--- config.mk ---
export PLATFORM = sky130hd
export DESIGN_NAME = phase_timer
export DESIGN_NICKNAME = d
export VERILOG_FILES = /design/src/rtl/phase_timer_pkg.sv /design/src/rtl/tick_prescaler.sv /design/src/rtl/phase_timer.sv
export SDC_FILE = /design/constraint.sdc
export NUM_CORES = 1
export LEC_CHECK = 0
export ABC_CLOCK_PERIOD_IN_PS = 2800
export CORE_UTILIZATION = 55
export CTS_BUF_LIST = sky130_fd_sc_hd__clkbuf_16
export DETAILED_ROUTE_END_ITERATION = 6
export PLACE_DENSITY = 0.94
export SETUP_SLACK_MARGIN = 0.02
export SYNTH_ARGS = -nofsm -noshare
export SYNTH_HDL_FRONTEND = slang
export SYNTH_HIERARCHICAL = 1
export SYNTH_SLANG_ARGS = --single-unit
--- constraint.sdc ---
create_clock -name CLOCK_50 -period 2.8 [get_ports CLOCK_50]
set_input_delay 0.56 -clock CLOCK_50 [delete_from_list [all_inputs] [get_ports CLOCK_50]]
set_output_delay 0.56 -clock CLOCK_50 [all_outputs]
set_load 0.01 [all_outputs]
--- src/rtl/phase_timer_pkg.sv ---
// Shared types and elaboration helpers for the phase timer.
// Define PHASE_TIMER_SHORT_TICK_EN to force the prescaler divide to 4 for fast simulation.
package phase_timer_pkg;

  localparam int unsigned CLK_HZ_DEF = 50000000;
  localparam int unsigned NUM_CH_DEF = 4;

  typedef enum logic {
    StIdle,
    StRun
  } ch_state_e;

  function automatic int unsigned calc_div(input int unsigned clk_hz,
                                           input int unsigned tick_hz);
`ifdef PHASE_TIMER_SHORT_TICK_EN
    calc_div = (clk_hz >= tick_hz) ? 4 : 4;
`else
    calc_div = clk_hz / tick_hz;
`endif
  endfunction

  // Prescaler count width; never narrower than one bit.
  function automatic int unsigned div_width(input int unsigned div);
    div_width = (div <= 2) ? 1 : $clog2(div);
  endfunction

endpackage

--- src/rtl/tick_prescaler.sv ---
// Free-running shared prescaler: one registered tick pulse every DIV enabled cycles.
module tick_prescaler
  import phase_timer_pkg::*;
#(
  parameter int unsigned DIV = 4
) (
  input  logic CLOCK_50,
  input  logic resetn,
  input  logic tick_en,
  output logic tick
);

  if (DIV < 2) begin : g_div_check
    $error("tick_prescaler: DIV must be >= 2");
  end

  localparam int unsigned CW = div_width(DIV);
  localparam logic [CW-1:0] LastCnt = CW'(DIV - 1);

  logic [CW-1:0] cnt_q, cnt_d;
  logic          tick_q, tick_d;

  always_comb begin
    cnt_d  = cnt_q;
    tick_d = 1'b0;
    if (tick_en) begin
      if (cnt_q == LastCnt) begin
        cnt_d  = '0;
        tick_d = 1'b1;
      end else begin
        cnt_d = cnt_q + CW'(1);
      end
    end
  end

  always_ff @(posedge CLOCK_50) begin
    if (!resetn) begin
      cnt_q  <= '0;
      tick_q <= 1'b0;
    end else begin
      cnt_q  <= cnt_d;
      tick_q <= tick_d;
    end
  end

  assign tick = tick_q;

endmodule

--- src/rtl/phase_timer.sv ---
// Multi-channel loadable interval timer driven by one shared tick prescaler.
// Define PHASE_TIMER_SHORT_TICK_EN to force the prescaler divide to 4.
module phase_timer
  import phase_timer_pkg::*;
#(
  parameter int unsigned CLK_HZ  = CLK_HZ_DEF,
  parameter int unsigned TICK_HZ = 1,
  parameter int unsigned NUM_CH  = NUM_CH_DEF,
  parameter int unsigned CNT_W   = 8
) (
  input  logic                    CLOCK_50,
  input  logic                    resetn,
  input  logic                    tick_en,
  input  logic [NUM_CH-1:0]       start,
  input  logic [NUM_CH-1:0]       abort,
  input  logic [NUM_CH*CNT_W-1:0] load_val,
  output logic                    tick,
  output logic [NUM_CH-1:0]       busy,
  output logic [NUM_CH-1:0]       done,
  output logic [NUM_CH*CNT_W-1:0] remaining
);

  localparam int unsigned DIV = calc_div(CLK_HZ, TICK_HZ);

  logic dec;

  tick_prescaler #(
    .DIV(DIV)
  ) u_prescaler (
    .CLOCK_50(CLOCK_50),
    .resetn  (resetn),
    .tick_en (tick_en),
    .tick    (tick)
  );

  // A tick already in flight when tick_en drops must not move any channel.
  assign dec = tick & tick_en;

  for (genvar i = 0; i < NUM_CH; i++) begin : g_ch
    ch_state_e        state_q, state_d;
    logic [CNT_W-1:0] rem_q, rem_d;
    logic             done_q, done_d;
    logic [CNT_W-1:0] ld;

    assign ld = load_val[i*CNT_W +: CNT_W];

    // Priority: abort > start (load or zero-length) > tick decrement.
    always_comb begin
      state_d = state_q;
      rem_d   = rem_q;
      done_d  = 1'b0;
      if (abort[i]) begin
        state_d = StIdle;
        rem_d   = '0;
      end else if (start[i]) begin
        if (ld != '0) begin
          state_d = StRun;
          rem_d   = ld;
        end else begin
          state_d = StIdle;
          rem_d   = '0;
          done_d  = 1'b1;
        end
      end else begin
        unique case (state_q)
          StRun: begin
            if (dec) begin
              if (rem_q <= CNT_W'(1)) begin
                state_d = StIdle;
                rem_d   = '0;
                done_d  = 1'b1;
              end else begin
                rem_d = rem_q - CNT_W'(1);
              end
            end
          end
          default: ;
        endcase
      end
    end

    always_ff @(posedge CLOCK_50) begin
      if (!resetn) begin
        state_q <= StIdle;
        rem_q   <= '0;
        done_q  <= 1'b0;
      end else begin
        state_q <= state_d;
        rem_q   <= rem_d;
        done_q  <= done_d;
      end
    end

    assign busy[i]                      = (state_q == StRun);
    assign done[i]                      = done_q;
    assign remaining[i*CNT_W +: CNT_W]  = rem_q;
  end

endmodule

# [Word-level counts from Yosys, hierarchy flattened]
# Index checks and enable logic that the tools add are counted.
[totals] out_inout_bits=41 word_cells=109 reg_bits=67 inputBits=43
[op_classes] magnitude_cmp=4 n_eq_ne=1 n_bitwise=2 n_reduce_logical=21 n_mux=62 add_sub_neg=5
[ops] cell="$mux 8" count=20
[ops] cell="$mux 1" count=41
[ops] cell="$le 8x1->1 const B" count=4
[ops] cell="$reduce_bool 8->1" count=4
[ops] cell="$sub 8x1->8 const B" count=4
[ops] cell="$add 26x1->26 const B" count=1
[ops] cell="$eq 26x26->1 const B" count=1
[ops] cell="$mux 26" count=1
[ops] cell="$reduce_bool 2->1" count=8
[ops] cell="$reduce_and 2->1" count=5
[ops] cell="$reduce_or 2->1" count=4
[ops] cell="$and 1x1->1" count=1
[ops] cell="$not 1->1" count=1

# [Longest topological paths before layout]
[depth] ltp_word=5 depth_mapped=7 depth_no_buf=7

# [Cells and area by module]
# Netlist, hierarchy kept.
[by_module_without_submodules] mod="phase_timer" area_each_um2=2477.4 cells_each=320 instances=1 seq_area_each_um2=800.8
[by_module_without_submodules] mod="tick_prescaler" area_each_um2=1432.6 cells_each=156 instances=1 seq_area_each_um2=540.5

# [Least setup slack after synthesis]
# OpenSTA, ideal clock, no wires.
[synth_timing] path_type="register to register" startpoint="reg u_prescaler.cnt_q[0]" endpoint="reg u_prescaler.cnt_q[18]" path_buffers=1 path_slack_ps=892 period_less_slack_ps=1908 setup_time_ps=66 arrival_time_ps=1842 stages_incl_launch_ff=7 required_ps=2734 cell_sequence="dfxtp_1 > ha_1 > nand4_4 > or3_1 > buf_6 > or4_4 > a21oi_2"
[synth_via] elab_chain_len=2 elab_cells_between_ends=3 classes_between="1 x add/sub; 1 x eq/ne; 1 x mux"
[synth_lines] element="start, declared" line="tick_prescaler.sv:20" rtl="logic [CW-1:0] cnt_q, cnt_d;"
[synth_lines] element="start signal, assigned" line="tick_prescaler.sv:41" rtl="cnt_q <= cnt_d;"
[synth_lines] element="$add 26x1->26 or $eq 26x26->1 (tied branches)" line="tick_prescaler.sv:31, tick_prescaler.sv:27"
[synth_lines] element="$mux 26 (*)" line="tick_prescaler.sv:27" rtl="if (cnt_q == LastCnt) begin"
# Every way passes the cells marked *; elsewhere a longest branch is shown, timed or not.
# A chain may end at the register's enable or synchronous reset.

==> flow_summary.toml <==
[flow_run]
cap_violations = 0

[place]
dp_hpwl_um = 7310
place_ws_ns = 0.258
dpl.cell_count = 637
place_congestion = 0.896
port_buffers = 83

[timing]
finalCritPeriodShare = 0.791
setup_ws_ns = 0.586
finClkSkew_ns = 0.00669
max-slew-margin-rel = 0.592
slew_viol_final = 0
finalSetupViolations = 0
grt_setup_unrepaired = "false"
min_period_ns = 2.21
fin_tns_setup_ns = 0
hold_violations = 0
tightest_slew_ns = 0.607
clock.fmax_ghz = 0.452

[setup_path]
startpoint_type = "input port"
crit_required_ns = 3.06
crit_family = "simple AND/OR/NAND/NOR gates"
cp_cell_sequence = "clkdlybuf4s50_1 > nand4_4 > or3_1 > or4_4 > a21oi_2"
cp_slowest_cell = "clkdlybuf4s50_1"
endpoint_kind = "flop"
worst-path-max-fanout = 7
path_buf_inv = 1
max_stage_delay_ns = 0.61
critPathArrivalTime_ns = 2.47
criticalPathCategory = "in -> reg"

[detailed_routing]
post_drt_wl_per_cell_um = 15.4
drt_wl_total_um = 10100
viasPerCell = 6.12
num_vias = 3997
ant_nets = 0
drt_iter0_drc = 322
drc = 0
drt-pass1-iter-count = 6

[clock_network]
cts_tree = "built"
cts_resized = 0
clkTransAtPathRegs_ns = 0.05
cts_inserted_buffers = 9
htreeDepth = 3
clockRootBuffer = "clkbuf_16"
cts_post_setup_buffers_inserted = 0
insertion_delay_ns = 0.33
hold_buffers = 0
cts_buffer_depth = 2
clkSinkCount = 67

[synth]
synth_edf_count = 0
synth_area_per_cell_um2 = 8.21
yosys.area.top_type = "dfxtp_1"
ys_top_cells_by_area = "dfxtp_1 (34%), nor2_1 (6.1%), a21oi_1 (5.0%)"
syn_inst = 476
syn_area_um2 = 3910
async_flop_share = 0
synth_nets = 529
synth-seq-cells = 67
synth_cell_type_count = 55
synth_ff_type = "dfxtp_1"
ys_seq_area_frac = 0.343
synth.top_cell.area_share = 0.343
yosysWarnings = 6

[final_layout]
post-route-util = 0.736
fillers = 512
drive_gt1_frac = 0.0916
area_growth_pct = 28.5
final_net_count = 605
instances_no_fill = 653
num_antenna_cells = 0

[floorplanning]
coreArea_um2 = 6830
initial_core_util = 0.572
pin_count = 84
die_w_um = 86.3
num_rows = 30
die_h_um = 86.3
dieArea_um2 = 7450

[pwr]
pwr_density_cell_nw_per_um2 = 461
vdd_drop_max_mv = 0.378
p_leak_nw = 1.76

[global_routing]
grt_overflow = 0
grt_pass1_wl_um = 16000
met1_usage = 0.313
antenna_found_initial = 0
grt_most_used_layer = "met2"
grt_max_degree = 20
grt_pass1_vias = 3683
grtUsageMet3 = 0.0752
grt.total_usage = 0.269
grt_use_met2 = 0.471

[outcome]
outcome = "finished, final reports clean"

[worst_hold_path]
min_path_type = "reg -> reg"
## worst paths after layout
path                                      start                                 end  slack [ns]  cells past startpoint
max                                     tick_en  u_prescaler/cnt_q[18]$_SDFFE_PN0P_        0.59                      5
min          u_prescaler/cnt_q[25]$_SDFFE_PN0P_  u_prescaler/cnt_q[25]$_SDFFE_PN0P_        0.49                      2
max reg2reg       g_ch[2].rem_q[2]$_SDFFE_PP0P_       g_ch[2].rem_q[0]$_SDFFE_PP0P_        0.79                      5
min reg2reg  u_prescaler/cnt_q[25]$_SDFFE_PN0P_  u_prescaler/cnt_q[25]$_SDFFE_PN0P_        0.49                      2
## worst min-delay path, cell delays in order (launching register included)
cell and delay, ns:
dfxtp_1 0.32, o31ai_1 0.07, a21oi_1 0.06
## metal layers
metal  vias up  wire length, µm
met5         -                0
met4         0              174
met3        27              693
met2       181             4940
met1      1903             4260
li1       1886                -
## Yosys cell counts, types with 3 or more instances
cell / n
a211oi_1: 4
a21oi_1: 39
a21oi_2: 3
a221oi_1: 14
a22oi_1: 4
and3_1: 5
buf_1: 4
buf_2: 4
buf_4: 9
buf_6: 4
clkbuf_1: 8
dfxtp_1: 67
ha_1: 10
inv_1: 22
nand2_1: 33
nand2b_1: 6
nand3_1: 22
nand4_1: 9
nor2_1: 64
nor2b_1: 3
nor3_1: 16
nor3b_1: 7
nor4_1: 15
o21ai_0: 10
o31ai_1: 9
or3_1: 8
or4_1: 9
or4_4: 5
xnor2_1: 15
xor2_1: 9
## cell usage in the layout, fill, tap and decap left out, drive strengths merged, types with 7 or more instances in the layout
| cell type | instances |
|---|---|
| xor2 | 9 |
| o21ai | 10 |
| ha | 10 |
| clkdlybuf4s50 | 83 |
| a21oi | 42 |
| a221oi | 14 |
| buf | 12 |
| nand2 | 33 |
| dfxtp | 67 |
| o31ai | 9 |
| nor4 | 18 |
| clkbuf | 9 |
| or4 | 15 |
| inv | 23 |
| nor3b | 7 |
| nand4 | 11 |
| xnor2 | 15 |
| or3 | 10 |
| nand3 | 22 |
| nor2 | 64 |
| and3 | 7 |
| nor3 | 18 |
## cells by family after synthesis
group,after synthesis,share of synthesized area
fa+ha+maj,10,0.0320
xor+xnor,24,0.0538
mux,2,0.00512
simple gates,226,0.333
flops,67,0.343
compound gates,95,0.164
buf+inv,52,0.0688
## area by class of cell
type	instances	area [µm²]	area share
Clock buffer	9	225	0.0448
Tap cell	96	120	0.0239
Clock inverter	7	36.3	0.00722
Timing Repair Buffer	95	921	0.183
Inverter	22	82.6	0.0164
Sequential cell	67	1340	0.267
Multi-Input combinational cell	357	2300	0.458
## sequential cells by signal, indices dropped and copies added (netlist names)
signal / cells
g_ch.done_q: 4
u_prescaler/cnt_q: 26
u_prescaler/tick: 1
g_ch.rem_q: 32
g_ch.state_q: 4
## power by group
group / total [mW] / leakage (nW) / switching, mW / internal [mW]
Clock: 0.981 / 0.138 / 0.395 / 0.586
Sequential: 1.01 / 0.544 / 0.0316 / 0.976
Combinational: 0.330 / 1.08 / 0.156 / 0.174
Total: 2.32 / 1.76 / 0.583 / 1.74
## stage by stage
step           power, mW  area [µm²]  hold slack (ns)
5_1_grt             2.41        5030            0.528
6_report            2.32        5030            0.494
3_5_place_dp        1.35        4760            0.478
3_3_place_gp        1.34        4760            0.463
4_1_cts             2.33        5030            0.489
2_1_floorplan       1.21        3910            0.446
Note: power is estimated with default switching activity, not from simulation.
